`src/rtl/mod60_pkg.sv`:
```
// Shared types and constants for the mod-60 BCD timer/stopwatch.
package mod60_pkg;

    typedef enum logic [1:0] {
        IDLE  = 2'b00,
        RUN   = 2'b01,
        PAUSE = 2'b10,
        DONE  = 2'b11
    } state_t;

    localparam logic [3:0] ONES_MAX = 4'd9;
    localparam logic [3:0] TENS_MAX = 4'd5;

    // Prescaler register width; never narrower than one bit.
    function automatic int presc_w(input int p);
        return (p > 1) ? $clog2(p) : 1;
    endfunction

endpackage

```
`src/rtl/bcd_digit.sv`:
```
// One BCD digit counting 0..MAX in either direction, with preload and clear.
module bcd_digit #(
    parameter logic [3:0] MAX = 4'd9
) (
    input  logic       clk,
    input  logic       rst,
    input  logic       en,
    input  logic       dir,
    input  logic       load,
    input  logic [3:0] load_val,
    input  logic       clr,
    output logic [3:0] digit,
    output logic       wrap
);

    // Wrap flag feeds the next digit's enable, so it is combinational.
    assign wrap = dir ? (digit == 4'd0) : (digit == MAX);

    // Digit register: clear beats load beats step; preloads clamp to MAX.
    always_ff @(posedge clk or negedge rst) begin
        if (!rst) begin
            digit <= 4'd0;
        end else if (clr) begin
            digit <= 4'd0;
        end else if (load) begin
            digit <= (load_val > MAX) ? MAX : load_val;
        end else if (en) begin
            if (wrap)
                digit <= dir ? MAX : 4'd0;
            else
                digit <= dir ? digit - 4'd1 : digit + 4'd1;
        end
    end

endmodule

```
`src/rtl/mod60_timer_ctrl.sv`:
```
// Mod-60 BCD stopwatch/timer: prescaler, run/pause/done FSM and digit cascade.
module mod60_timer_ctrl
    import mod60_pkg::*;
#(
    parameter int PRESCALE = 1
) (
    input  logic       clk,
    input  logic       rst,
    input  logic       start,
    input  logic       stop,
    input  logic       clear,
    input  logic       load,
    input  logic [3:0] load_ones,
    input  logic [3:0] load_tens,
    input  logic       dir,
    output logic [3:0] cnt_10,
    output logic [3:0] cnt_6,
    output logic       cout,
    output logic       done,
    output logic [1:0] state
);

    localparam int PW = presc_w(PRESCALE);
    localparam logic [PW-1:0] PMAX = PW'(PRESCALE - 1);

    state_t          state_q, state_nxt;
    logic [PW-1:0]   presc_q, presc_nxt;
    logic            cout_q, cout_nxt, done_q;
    logic            step, dig_clr, dig_load;
    logic            ones_wrap, tens_wrap;
    logic            zero, at59, at01;

    assign zero = (cnt_10 == 4'd0) && (cnt_6 == 4'd0);
    assign at59 = (cnt_10 == ONES_MAX) && (cnt_6 == TENS_MAX);
    assign at01 = (cnt_10 == 4'd1) && (cnt_6 == 4'd0);

    bcd_digit #(.MAX(ONES_MAX)) u_ones (
        .clk(clk), .rst(rst), .en(step), .dir(dir), .load(dig_load),
        .load_val(load_ones), .clr(dig_clr), .digit(cnt_10), .wrap(ones_wrap)
    );

    // Tens only moves when the ones digit rolls over on an actual step.
    bcd_digit #(.MAX(TENS_MAX)) u_tens (
        .clk(clk), .rst(rst), .en(step & ones_wrap), .dir(dir), .load(dig_load),
        .load_val(load_tens), .clr(dig_clr), .digit(cnt_6), .wrap(tens_wrap)
    );

    // State, prescaler and flag registers.
    always_ff @(posedge clk or negedge rst) begin
        if (!rst) begin
            state_q <= IDLE;
            presc_q <= '0;
            cout_q  <= 1'b0;
            done_q  <= 1'b0;
        end else begin
            state_q <= state_nxt;
            presc_q <= presc_nxt;
            cout_q  <= cout_nxt;
            done_q  <= (state_nxt == DONE);
        end
    end

    // Command decode in priority order clear > load > stop > start > step.
    always_comb begin
        state_nxt = state_q;
        presc_nxt = presc_q;
        cout_nxt  = 1'b0;
        step      = 1'b0;
        dig_clr   = 1'b0;
        dig_load  = 1'b0;
        if (clear) begin
            state_nxt = IDLE;
            presc_nxt = '0;
            dig_clr   = 1'b1;
        end else if (load && state_q != RUN) begin
            dig_load = 1'b1;
        end else if (stop && state_q == RUN) begin
            state_nxt = PAUSE;
        end else if (start && state_q != RUN) begin
            // Counting down from 00 has nothing to do: finish immediately.
            if (dir && zero) begin
                state_nxt = DONE;
                presc_nxt = '0;
            end else begin
                state_nxt = RUN;
            end
        end else if (state_q == RUN) begin
            if (presc_q == PMAX) begin
                presc_nxt = '0;
                if (dir && zero) begin
                    // Direction flipped to down while parked at 00: never wrap to 59.
                    state_nxt = DONE;
                end else begin
                    step     = 1'b1;
                    cout_nxt = !dir && at59;
                    if (dir && at01)
                        state_nxt = DONE;
                end
            end else begin
                presc_nxt = presc_q + 1'b1;
            end
        end
    end

    assign cout  = cout_q;
    assign done  = done_q;
    assign state = state_q;

endmodule

```
`config.mk`:
```
export PLATFORM = sky130hd
export DESIGN_NAME = mod60_timer_ctrl
export DESIGN_NICKNAME = d
export VERILOG_FILES = /design/src/rtl/mod60_pkg.sv /design/src/rtl/bcd_digit.sv /design/src/rtl/mod60_timer_ctrl.sv
export SDC_FILE = /design/constraint.sdc
export NUM_CORES = 1
export LEC_CHECK = 0
export BUFFER_PORTS_ARGS = -buffer_cell sky130_fd_sc_hd__buf_4
export CELL_PAD_IN_SITES_DETAIL_PLACEMENT = 0
export CELL_PAD_IN_SITES_GLOBAL_PLACEMENT = 1
export CORE_MARGIN = 10
export CORE_UTILIZATION = 42
export DETAILED_ROUTE_END_ITERATION = 8
export PLACE_DENSITY_LB_ADDON = 0.1
export SETUP_SLACK_MARGIN = 0.3
export SYNTH_ARGS = -nofsm -noshare
export SYNTH_HDL_FRONTEND = slang
export SYNTH_HIERARCHICAL = 1
export SYNTH_SLANG_ARGS = --single-unit
```
`constraint.sdc`:
```
create_clock -name clk -period 5.6 [get_ports clk]
set_input_delay 0.56 -clock clk [delete_from_list [all_inputs] [get_ports clk]]
set_output_delay 0.56 -clock clk [all_outputs]
set_load 0.02 [all_outputs]
```
Yosys cells after proc, flatten, opt, wreduce, memory -nomap -nowiden:

Index checks and enable logic that the tools add are counted.

* register bits after elaboration: 13
* input port bits: 15
* output and inout port bits: 12

* $add $sub $neg: 5
* magnitude comparators: 2
* eq/ne operators: 9
* multiplexer cells: 49
* bitwise gates (word level): 1
* reductions and logical operators: 16

Operators by type and width (count)
* $mux W4: 13
* $mux W1: 26
* $mux W2: 9
* $logic_and A1 B1 Y1: 9
* $reduce_bool A3 Y1: 3
* $add A4 B1 Y4 const B: 2
* $logic_not A4 Y1: 2
* $sub A4 B1 Y4 const B: 2
* $eq A4 B1 Y1 const B: 1
* $eq A4 B3 Y1 const B: 1
* $eq A4 B4 Y1 const B: 1
* $gt A4 B3 Y1 const B: 1
* $gt A4 B4 Y1 const B: 1
* $ne A2 B2 Y1 const B: 2
* $reduce_and A4 Y1: 1
* $mux W3: 1
* $ne A3 B2 Y1 const B: 1
* $eq A2 B1 Y1 const B: 1
* $eq A2 B2 Y1 const B: 1
* $ne A2 B1 Y1 const B: 1
* $add A1 B1 Y1 const B: 1
* $and A1 B1 Y1: 1
* $logic_not A1 Y1: 1

Longest topological paths before layout:

Gate-level depths: netlist of run 1.

* depth in word-level cells: 14
* mapped depth: 8
* mapped depth without buffers: 8

Modules after synthesis:

Netlist of run 1, hierarchy kept.

By module, submodules not included
* bcd_digit at u_ones: instances 1, cells an instance 41, area each 376.6 µm², sequential area each 100.1 µm²
* bcd_digit at u_tens: instances 1, cells an instance 38, area each 351.6 µm², sequential area each 100.1 µm²
* mod60_timer_ctrl: instances 1, cells an instance 23, area each 289.0 µm², sequential area each 100.1 µm²

Worst setup path before layout of run 1:

OpenSTA, ideal clock, no wires.

* kind: reg-to-reg
* start point: reg state_q[0] (netlist: state[0])
* end point: reg u_ones.digit[1]
* library setup time: 0.076 ns
* data arrival time: 1.925 ns
* required time: 5.524 ns
* path slack: 3.598 ns
* stages on the path, launching flop included: 8
* path buffers: 1
* clock period less this slack: 2.002 ns
* cell sequence: dfrtp_1 > nor2b_4 > nor3b_1 > buf_6 > and2b_1 > nand2_1 > a21o_1 > o21ai_1

* elaborated cells between the ends (all ways): 15
* classes of those cells: 2 x eq/ne; 9 x mux; 4 x reduce/logical

RTL lines
* start: declaration: RTL line mod60_timer_ctrl.sv:26 `state_t state_q, state_nxt;`
* start signal: assignment: RTL line mod60_timer_ctrl.sv:56 `state_q <= state_nxt;`
* $ne A2 B1 Y1 *: RTL line mod60_timer_ctrl.sv:75 `end else if (load && state_q != RUN) begin`
* $logic_and A1 B1 Y1 *: RTL line mod60_timer_ctrl.sv:75
* $mux W1 *: RTL line mod60_timer_ctrl.sv:75
* $mux W1 *: RTL line mod60_timer_ctrl.sv:71 `if (clear) begin`
* net dig_load: RTL line mod60_timer_ctrl.sv:29 `logic step, dig_clr, dig_load;`
* $mux W4: RTL line bcd_digit.sv:25 `end else if (load) begin`
* $mux W4: RTL line bcd_digit.sv:23 `end else if (clr) begin`
* end signal: assignment: RTL line bcd_digit.sv:26 `digit <= (load_val > MAX) ? MAX : load_val;`
* end signal: assignment: RTL line bcd_digit.sv:29 `digit <= dir ? MAX : 4'd0;`
* end signal: assignment: RTL line bcd_digit.sv:31 `digit <= dir ? digit - 4'd1 : digit + 4'd1;`
* end: declaration: RTL line bcd_digit.sv:12 `output logic [3:0] digit,`

Mark *: on every way through the listed nets, which the timed path passes. The rest lies on a longest branch.
A chain may end at the register's enable or synchronous reset.

Final worst setup path of run 1:

* start point: reg u_ones.digit[0]
* end point: reg u_tens.digit[3]

* elaborated cells between the ends (all ways): 14
* classes of those cells: 1 x eq/ne; 8 x mux; 1 x bitwise; 4 x reduce/logical

RTL lines
* $eq A4 B4 Y1 or $logic_not A4 Y1 (tied branches): RTL line bcd_digit.sv:17 `assign wrap = dir ? (digit == 4'd0) : (digit == MAX);`
* $mux W1 *: RTL line bcd_digit.sv:17
* net ones_wrap: RTL line mod60_timer_ctrl.sv:30 `logic ones_wrap, tens_wrap;`
* $and A1 B1 Y1 *: RTL line mod60_timer_ctrl.sv:44 `.clk(clk), .rst(rst), .en(step & ones_wrap), .dir(dir), .load(dig_load),`
* $reduce_bool A3 Y1 (no line) *
* end signal: assignment: RTL line bcd_digit.sv:26
* end signal: assignment: RTL line bcd_digit.sv:29
* end signal: assignment: RTL line bcd_digit.sv:31
* end: declaration: RTL line bcd_digit.sv:12

Marked as above.

==> results of run 1 <==
## layout make-up
class	instances	share of cell area
inverter	4	0.0119
timing repair buffer	27	0.161
clock buffer	3	0.0178
multi-input combinational	84	0.544
tap	28	0.0278
sequential	12	0.238
## worst register-to-register path, cell delays in order (launching register included)
cell and delay, ns:
dfrtp_1 0.53, nor3b_2 0.31, o21ai_2 0.13, inv_1 0.07
o211a_1 0.25, inv_1 0.08, a211o_2 0.27, nand2_1 0.07
mux2i_1 0.18
## power groups by stage
stage / Sequential, mW / Clock, mW / Combinational (mW)
final: 0.105 / 0.0544 / 0.0869
after floorplan: 0.111 / 0 / 0.0495
after global placement: 0.106 / 0 / 0.0863
after CTS: 0.105 / 0.0573 / 0.0877
after detailed placement: 0.107 / 0 / 0.0871
after global routing: 0.107 / 0.0622 / 0.0966
## flip-flops by register name (all words and copies together), names as in the netlist
register,count
state,2
done,1
cout,1
u_ones/digit,4
u_tens/digit,4
## worst paths after layout
| path | startpoint | end | slack (ns) | depth (start not counted) |
|---|---|---|---|---|
| max | u_ones/digit[0] | u_tens/digit[3] | 3.63 | 8 |
| min | rst | u_ones/digit[2] | 0.12 | 1 |
| max reg2reg | u_ones/digit[0] | u_tens/digit[3] | 3.63 | 8 |
| min reg2reg | u_tens/digit[3] | u_tens/digit[3] | 0.64 | 2 |
| max in group asynchronous | rst | done | 5.32 | 1 |
| min in group clk | load_tens[1] | u_tens/digit[1] | 0.56 | 3 |
## routing by layer
metal	track usage	part of all wire	vias up
li1	-	-	439
met1	0.142	0.48	425
met2	0.171	0.47	22
met3	0.0300	0.036	4
met4	0.0377	0.010	0
met5	0	0	-
==> impl_metrics.tcl, run 1 <==
set metrics [dict create \
    cp_cell_sequence "nor3b_2, o21ai_2, inv_1, o211a_1, inv_1, a211o_2, nand2_1, mux2i_1" \
    p_sw_frac 0.355 \
    leakage_nw 0.586 \
    crit_path_frequent_cell "inv_1" \
    gp_congestion 0.884 \
    cp.arrival_ns 2.17 \
    wire_per_inst_um 16.2 \
    maxSlewViolCount 0 \
    pwr-share-seq 0.426 \
    clk_latency_ns 0.27 \
    antenna_found_initial 0 \
    root_buffer "clkbuf_4" \
    layout_commonest_cell "buf_4" \
    num-fill-cells 218 \
    num_rows 17 \
    clock_skew_ns 0.000961 \
    syn_area_sq_um 1010 \
    end_kind "flop" \
    seq_area_sq_um 300 \
    maxCapViolations 0 \
    postRouteAntennaNets 0 \
    die-width_um 69.1 \
    path_clk_slew_ns 0.08 \
    path_max_fanout 10 \
    layout-drive-gt1-share 0.377 \
    dpl.hpwl_mm 1.98 \
    grt_use_total 0.110 \
    setup_viol 0 \
    synth_nets 122 \
    hold_slack_ns 0.119 \
    powerDensity_nw_per_um2 195 \
    crit_required_ns 5.79 \
    h-tree-depth 1 \
    crit_type "reg -> reg" \
    slowest_delay_ns 0.53 \
    coreArea_sq_um 2250 \
    final_cells 158 \
    syn_to_final_growth_pct 24.6 \
    grt-ovfl-total 0 \
    cts_hold_buffers 0 \
    pre_cts_ws_ns 3.45 \
    io_buffer_count 26 \
    dr.pass1.iters 4 \
    grt_pass1_vias 962 \
    cp.buffers_inverters 2 \
    period_needed_ns 1.97 \
    critical_path.slowest_cell "dfrtp_1" \
    drcViolationCount 0 \
    finalPower_uw 246 \
    max_freq_ghz 0.506 \
    drt_iter0_markers 39 \
    synth_warnings 6 \
    cts_resized 0 \
    clkPwrFrac 0.221 \
    grt_pass1_wl_mm 4.53 \
    max-slew-margin-rel 0.730 \
    combPwrFrac 0.353 \
    syn_inst 101 \
    cts.sinks 12 \
    cts_tree "done" \
    outcome "finished clean" \
    ir_drop_mv 0.114 \
    worst_pin_slew_ns 0.402 \
    fin_crit_sh 0.353 \
    setup_ws_ns 3.63 \
    insertedDiodeCount 0 \
    vias_per_cell 5.63 \
    avgSynthCellArea_sq_um 10.0 \
    cts_buffer_depth 2 \
    grt_max_degree 18 \
    final_util 0.560 \
    place_inst 155 \
    finish.instance_area_sq_um 1260 \
    start_util 0.450 \
    final_nets 153 \
    internal_power_uw 159 \
    rsz0062_at_grt "false" \
    vias 890 \
    hp-class "in -> async" \
    die_y_um 69.1 \
    cts_made_buffers 3 \
    routed_wl_mm 2.55 \
    cp-start-kind "flop" \
    multiInputGateArea_sq_um 687 \
    cts_setup_buffers 0 \
    hold_viol 0 \
    setup-tns-final_ns 0 \
    cp_top_family "compound AO/OA/AOI/OAI gates" \
    ios 27 \
    p_switching_uw 87.3 \
    final_cell_mix "buf_4 (27), dfrtp_1 (12), nand2_1 (10)" \
    die-area_sq_um 4780 \
    dpl-instance-area_sq_um 1240 \
]
No activity file was read; power rests on OpenSTA's default activity.
==> run 2: changes to the inputs <==
--- a/config.mk
+++ b/config.mk
@@ -9,7 +9,7 @@
 export CELL_PAD_IN_SITES_DETAIL_PLACEMENT = 0
 export CELL_PAD_IN_SITES_GLOBAL_PLACEMENT = 1
 export CORE_MARGIN = 10
-export CORE_UTILIZATION = 42
+export CORE_UTILIZATION = 35
 export DETAILED_ROUTE_END_ITERATION = 8
 export PLACE_DENSITY_LB_ADDON = 0.1
 export SETUP_SLACK_MARGIN = 0.3
==> constraint.sdc (replaced) <==
create_clock -name clk -period 1.6 [get_ports clk]
set_input_delay 0.16 -clock clk [delete_from_list [all_inputs] [get_ports clk]]
set_output_delay 0.16 -clock clk [all_outputs]
set_load 0.02 [all_outputs]
==> impl_metrics.tcl, run 2 (synthesis gave the netlist of run 1 again) <==
set metrics [dict create \
    internal_power_uw 676 \
    outcome "finished with violations" \
    grt_pass1_vias 1123 \
    reg2reg_slack_ns -0.10 \
    postRouteAntennaNets 0 \
    setup_ws_ns -0.101 \
    clkPwrFrac 0.204 \
    reg2regPathDepth 7 \
    start_util 0.368 \
    violations "setup timing" \
    drcViolationCount 0 \
    p_switching_uw 366 \
    p_sw_frac 0.351 \
    io_buffer_count 26 \
    grt_use_total 0.120 \
    die-area_sq_um 5450 \
    coreArea_sq_um 2760 \
    final_cells 196 \
    pwr-share-seq 0.342 \
    crit_required_ns 1.81 \
    vias_per_cell 5.34 \
    dpl.hpwl_mm 2.36 \
    setup-tns-final_ns -0.466 \
    worst_pin_slew_ns 0.302 \
    maxCapViolations 0 \
    vias 1047 \
    holdPathEnd "u_tens/digit[0]" \
    wire_per_inst_um 16.2 \
    pre_cts_ws_ns -0.110 \
    grt_max_degree 14 \
    gp_congestion 0.846 \
    cts_made_buffers 3 \
    final_cell_mix "buf_4 (55), dfrtp_2 (9), nand2_1 (8), nor2_1 (8)" \
    hold_slack_ns 0.117 \
    max-slew-margin-rel 0.797 \
    crit_type "reg -> reg" \
    cp.arrival_ns 1.91 \
    antenna_found_initial 0 \
    grt_pass1_wl_mm 5.21 \
    end_kind "flop" \
    regToRegEndpoint "u_tens/digit[3]" \
    clk_latency_ns 0.28 \
    final_nets 187 \
    clock_skew_ns 0.00374 \
    die-width_um 73.8 \
    setup_viol 7 \
    maxSlewViolCount 0 \
    die_y_um 73.8 \
    powerDensity_nw_per_um2 626 \
    cts_buffer_depth 2 \
    ios 27 \
    finalPower_mw 1.04 \
    drt_iter0_markers 53 \
    hp-class "in -> reg" \
    grt-ovfl-total 0 \
    rsz0062_at_grt "true" \
    path_max_fanout 6 \
    cp-start-kind "flop" \
    leakage_nw 0.770 \
    h-tree-depth 1 \
    routed_wl_mm 3.17 \
    cts.sinks 12 \
    max_freq_ghz 0.588 \
    rr_startpoint "state[1]" \
    path_clk_slew_ns 0.09 \
    cts_tree "done" \
    layout_commonest_cell "buf_4" \
    root_buffer "clkbuf_4" \
    place_inst 181 \
    num_rows 19 \
    num-fill-cells 229 \
    dr.pass1.iters 5 \
    min-delay-start "clear" \
    hold_viol 0 \
    period_needed_ns 1.70 \
    ir_drop_mv 0.478 \
    hold_path_depth 2 \
    fin_crit_sh 1.06 \
    syn_to_final_growth_pct 64.2 \
    insertedDiodeCount 0 \
    combPwrFrac 0.454 \
    layout-drive-gt1-share 0.636 \
]
run 2: repair_timing:
action	in CTS	in global routing
gates resized for setup	7	10
buffers inserted	7	3
hold buffers	1	0
endpoints found under the setup margin	8	12
endpoints found under the hold margin	12	0
pin swaps	10	7
run 2: area by class of cell:
type,count,area [sq um],area share
repair buffers,61,497,0.298
clock buffers,4,26.3,0.0158
flip-flops and latches,12,312,0.187
well taps,31,38.8,0.0233
inverters,4,15.0,0.00902
multi-input cells,84,776,0.466
run 2: routing by layer:
metal / part of all wire / GRT usage
met4: 0.013 / 0.0497
met3: 0.065 / 0.0242
met5: 0 / 0
met1: 0.44 / 0.152
met2: 0.48 / 0.190
run 2: per-stage QoR:
| step | util | cell area [sq um] |
|---|---|---|
| 4_1_cts | 0.578 | 1590 |
| 3_3_place_gp | 0.537 | 1480 |
| 6_report | 0.603 | 1660 |
| 5_1_grt | 0.603 | 1660 |
| 2_1_floorplan | - | 1050 |
| 3_5_place_dp | 0.537 | 1480 |
run 2: worst max-delay path by stage:
stage               slack (ns)  cells past startpoint               to             from
finish                   -0.10                      7  u_tens/digit[3]         state[1]
global route             -0.19                      7  u_tens/digit[3]         state[1]
CTS                      -0.08                      7  u_tens/digit[3]         state[1]
detailed placement       -0.11                      7  u_tens/digit[3]         state[1]
global placement         -0.04                      8  u_tens/digit[3]  u_ones/digit[3]
floorplan                -0.08                      7  u_tens/digit[3]         state[1]
run 2: worst max-delay path: stages (launching register included):
cell,delay (ns)
dfrtp_2,0.43
nor2b_4,0.13
nor3b_4,0.28
o211a_4,0.25
inv_2,0.04
a211o_2,0.27
nand2_2,0.06
mux2i_1,0.16
run 2: power by group through the flow:
stage                     registers, mW  logic, mW  clock network, mW
after floorplan                   0.392      0.180                  0
after global placement            0.364      0.409                  0
after detailed placement          0.364      0.410                  0
after CTS                         0.356      0.442              0.220
after global routing              0.359      0.516              0.229
final                             0.356      0.473              0.213
==> run 3: changes to the inputs <==
--- a/config.mk
+++ b/config.mk
@@ -9,11 +9,10 @@
 export CELL_PAD_IN_SITES_DETAIL_PLACEMENT = 0
 export CELL_PAD_IN_SITES_GLOBAL_PLACEMENT = 1
 export CORE_MARGIN = 10
-export CORE_UTILIZATION = 35
+export CORE_UTILIZATION = 34
 export DETAILED_ROUTE_END_ITERATION = 8
 export PLACE_DENSITY_LB_ADDON = 0.1
 export SETUP_SLACK_MARGIN = 0.3
 export SYNTH_ARGS = -nofsm -noshare
 export SYNTH_HDL_FRONTEND = slang
-export SYNTH_HIERARCHICAL = 1
 export SYNTH_SLANG_ARGS = --single-unit
==> impl_metrics.tcl, run 3 <==
set metrics [dict create \
    synth_nets 127 \
    dpl.hpwl_mm 2.44 \
    cts_made_buffers 3 \
    outcome "finished with violations" \
    grt_use_total 0.117 \
    final_cells 191 \
    path_max_fanout 8 \
    vias 1045 \
    grt_max_degree 15 \
    layout-drive-gt1-share 0.519 \
    period_needed_ns 1.70 \
    num_rows 19 \
    combPwrFrac 0.527 \
    start_util 0.355 \
    setup_ws_ns -0.101 \
    finish.instance_area_sq_um 1560 \
    avgSynthCellArea_sq_um 9.32 \
    powerDensity_nw_per_um2 892 \
    grt_pass1_vias 1069 \
    synth_area_leader_cell "dfrtp_1" \
    maxSlewViolCount 0 \
    syn_to_final_growth_pct 59.5 \
    vias_per_cell 5.47 \
    ir_drop_mv 0.687 \
    setup-tns-final_ns -0.386 \
    layout_commonest_cell "buf_4" \
    synth_flop_cell "dfrtp_1" \
    clkPwrFrac 0.184 \
    root_buffer "clkbuf_4" \
    yosysMostFrequentCell "dfrtp_1" \
    synth.cells.most_frequent "dfrtp_1 (12), a21oi_1 (11), nor2_1 (8)" \
    internal_power_uw 863 \
    ys_top_cells_by_area "dfrtp_1 (31%), ha_1 (7.7%), a21oi_1 (5.6%), nor2_1 (3.1%), xor2_1 (2.7%)" \
    leakage_nw 0.725 \
    syn_inst 105 \
    final_nets 183 \
    grt-ovfl-total 0 \
    final_cell_mix "buf_4 (48), a21oi_1 (10), dfrtp_1 (8)" \
    syn_area_sq_um 978 \
    wire_per_inst_um 16.1 \
    grt_pass1_wl_mm 5.13 \
    synth.distinct_cells 44 \
    setup_viol 8 \
    gp_congestion 0.800 \
    die-width_um 73.6 \
    async_flop_share 1.00 \
    drt_iter0_markers 80 \
    cts_buffer_depth 2 \
    ys_ff_latch 12 \
    worst_pin_slew_ns 0.427 \
    clk_latency_ns 0.28 \
    cts.sinks 12 \
    insertedDiodeCount 0 \
    maxCapViolations 0 \
    dpl-instance-area_sq_um 1400 \
    place_inst 180 \
    seq_area_frac_synth 0.307 \
    p_switching_uw 529 \
    pwr-share-seq 0.289 \
    synth_warnings 0 \
    cp.arrival_ns 1.91 \
    max_freq_ghz 0.588 \
    crit_type "reg -> reg" \
    die-area_sq_um 5420 \
    finalPower_mw 1.39 \
    fin_crit_sh 1.06 \
    end_kind "flop" \
    crit_required_ns 1.81 \
    routed_wl_mm 3.08 \
    drcViolationCount 0 \
    dr.pass1.iters 4 \
    antenna_found_initial 0 \
    synth_edf_count 0 \
    ios 27 \
    coreArea_sq_um 2760 \
    hp-class "in -> reg" \
    h-tree-depth 1 \
    clock_skew_ns 0.00255 \
    pre_cts_ws_ns -0.0993 \
    hold_slack_ns 0.101 \
    rsz0062_at_grt "true" \
    cp-start-kind "flop" \
    max-slew-margin-rel 0.713 \
    final_util 0.566 \
    p_sw_frac 0.380 \
    die_y_um 73.6 \
    violations "setup timing" \
    synth_top_area_share 0.307 \
    path_clk_slew_ns 0.09 \
    hold_viol 0 \
    cts_tree "done" \
    io_buffer_count 26 \
    postRouteAntennaNets 0 \
]
run 3: kinds of logic after synthesis:
group                      count (synthesis)  share of synthesized area
adders and majority gates                  7                     0.0972
DFF                                       12                      0.307
xor gates and xnor gates                   4                     0.0358
and+or+nand+nor                           34                      0.217
buffers and inverters                      7                     0.0358
muxes                                      2                     0.0205
AOI/OAI and AO/OA                         39                      0.286
run 3: path summary, 6_finish.rpt:
check / start / end / slack, ns / cells past startpoint
max: u_ones.digit[0] / u_tens.digit[3] / -0.10 / 8
min: clear / done / 0.10 / 2
max reg2reg: u_ones.digit[0] / u_tens.digit[3] / -0.10 / 8
min reg2reg: u_tens.digit[3] / u_tens.digit[3] / 0.65 / 2
max in group asynchronous: rst / u_ones.digit[0] / 1.16 / 2
min in group asynchronous: rst / done / 0.26 / 2
run 3: what timing repair did:
item	CTS	global route
pin swaps	7	2
hold endpoints to repair	12	0
gates resized for setup	9	5
hold buffers	1	0
buffers inserted	5	1
endpoints found under the setup margin	11	11
run 3: layer usage:
metal  vias to the layer above  track usage  part of all wire
met4                         0       0.0311            0.0045
met5                         -            0                 0
met3                         2       0.0350             0.064
met2                        19        0.191              0.48
li1                        510            -                 -
met1                       514        0.145              0.45
run 3: layout make-up:
type	count	area, sq um
multi-input combinational	86	737
tap	31	38.8
fill	260	1200
clock buffer	4	36.3
timing repair buffer	53	424
sequential	12	305
inverter	5	18.8
run 3: worst max-delay path, cell delays in order, from the launching register on:
cell and delay, ns:
dfrtp_2 0.45, inv_2 0.08, ha_4 0.13, nor3b_4 0.19, a311oi_2 0.11, buf_4 0.17
a21o_4 0.23, a21boi_2 0.15, mux2i_1 0.12
run 3: power groups by stage:
stage | combinational [mW] | sequential (mW) | clock (mW)
finish | 0.734 | 0.403 | 0.256
detailed placement | 0.671 | 0.402 | 0
CTS | 0.724 | 0.401 | 0.262
floorplan | 0.316 | 0.462 | 0
global placement | 0.662 | 0.401 | 0
global route | 0.805 | 0.410 | 0.277
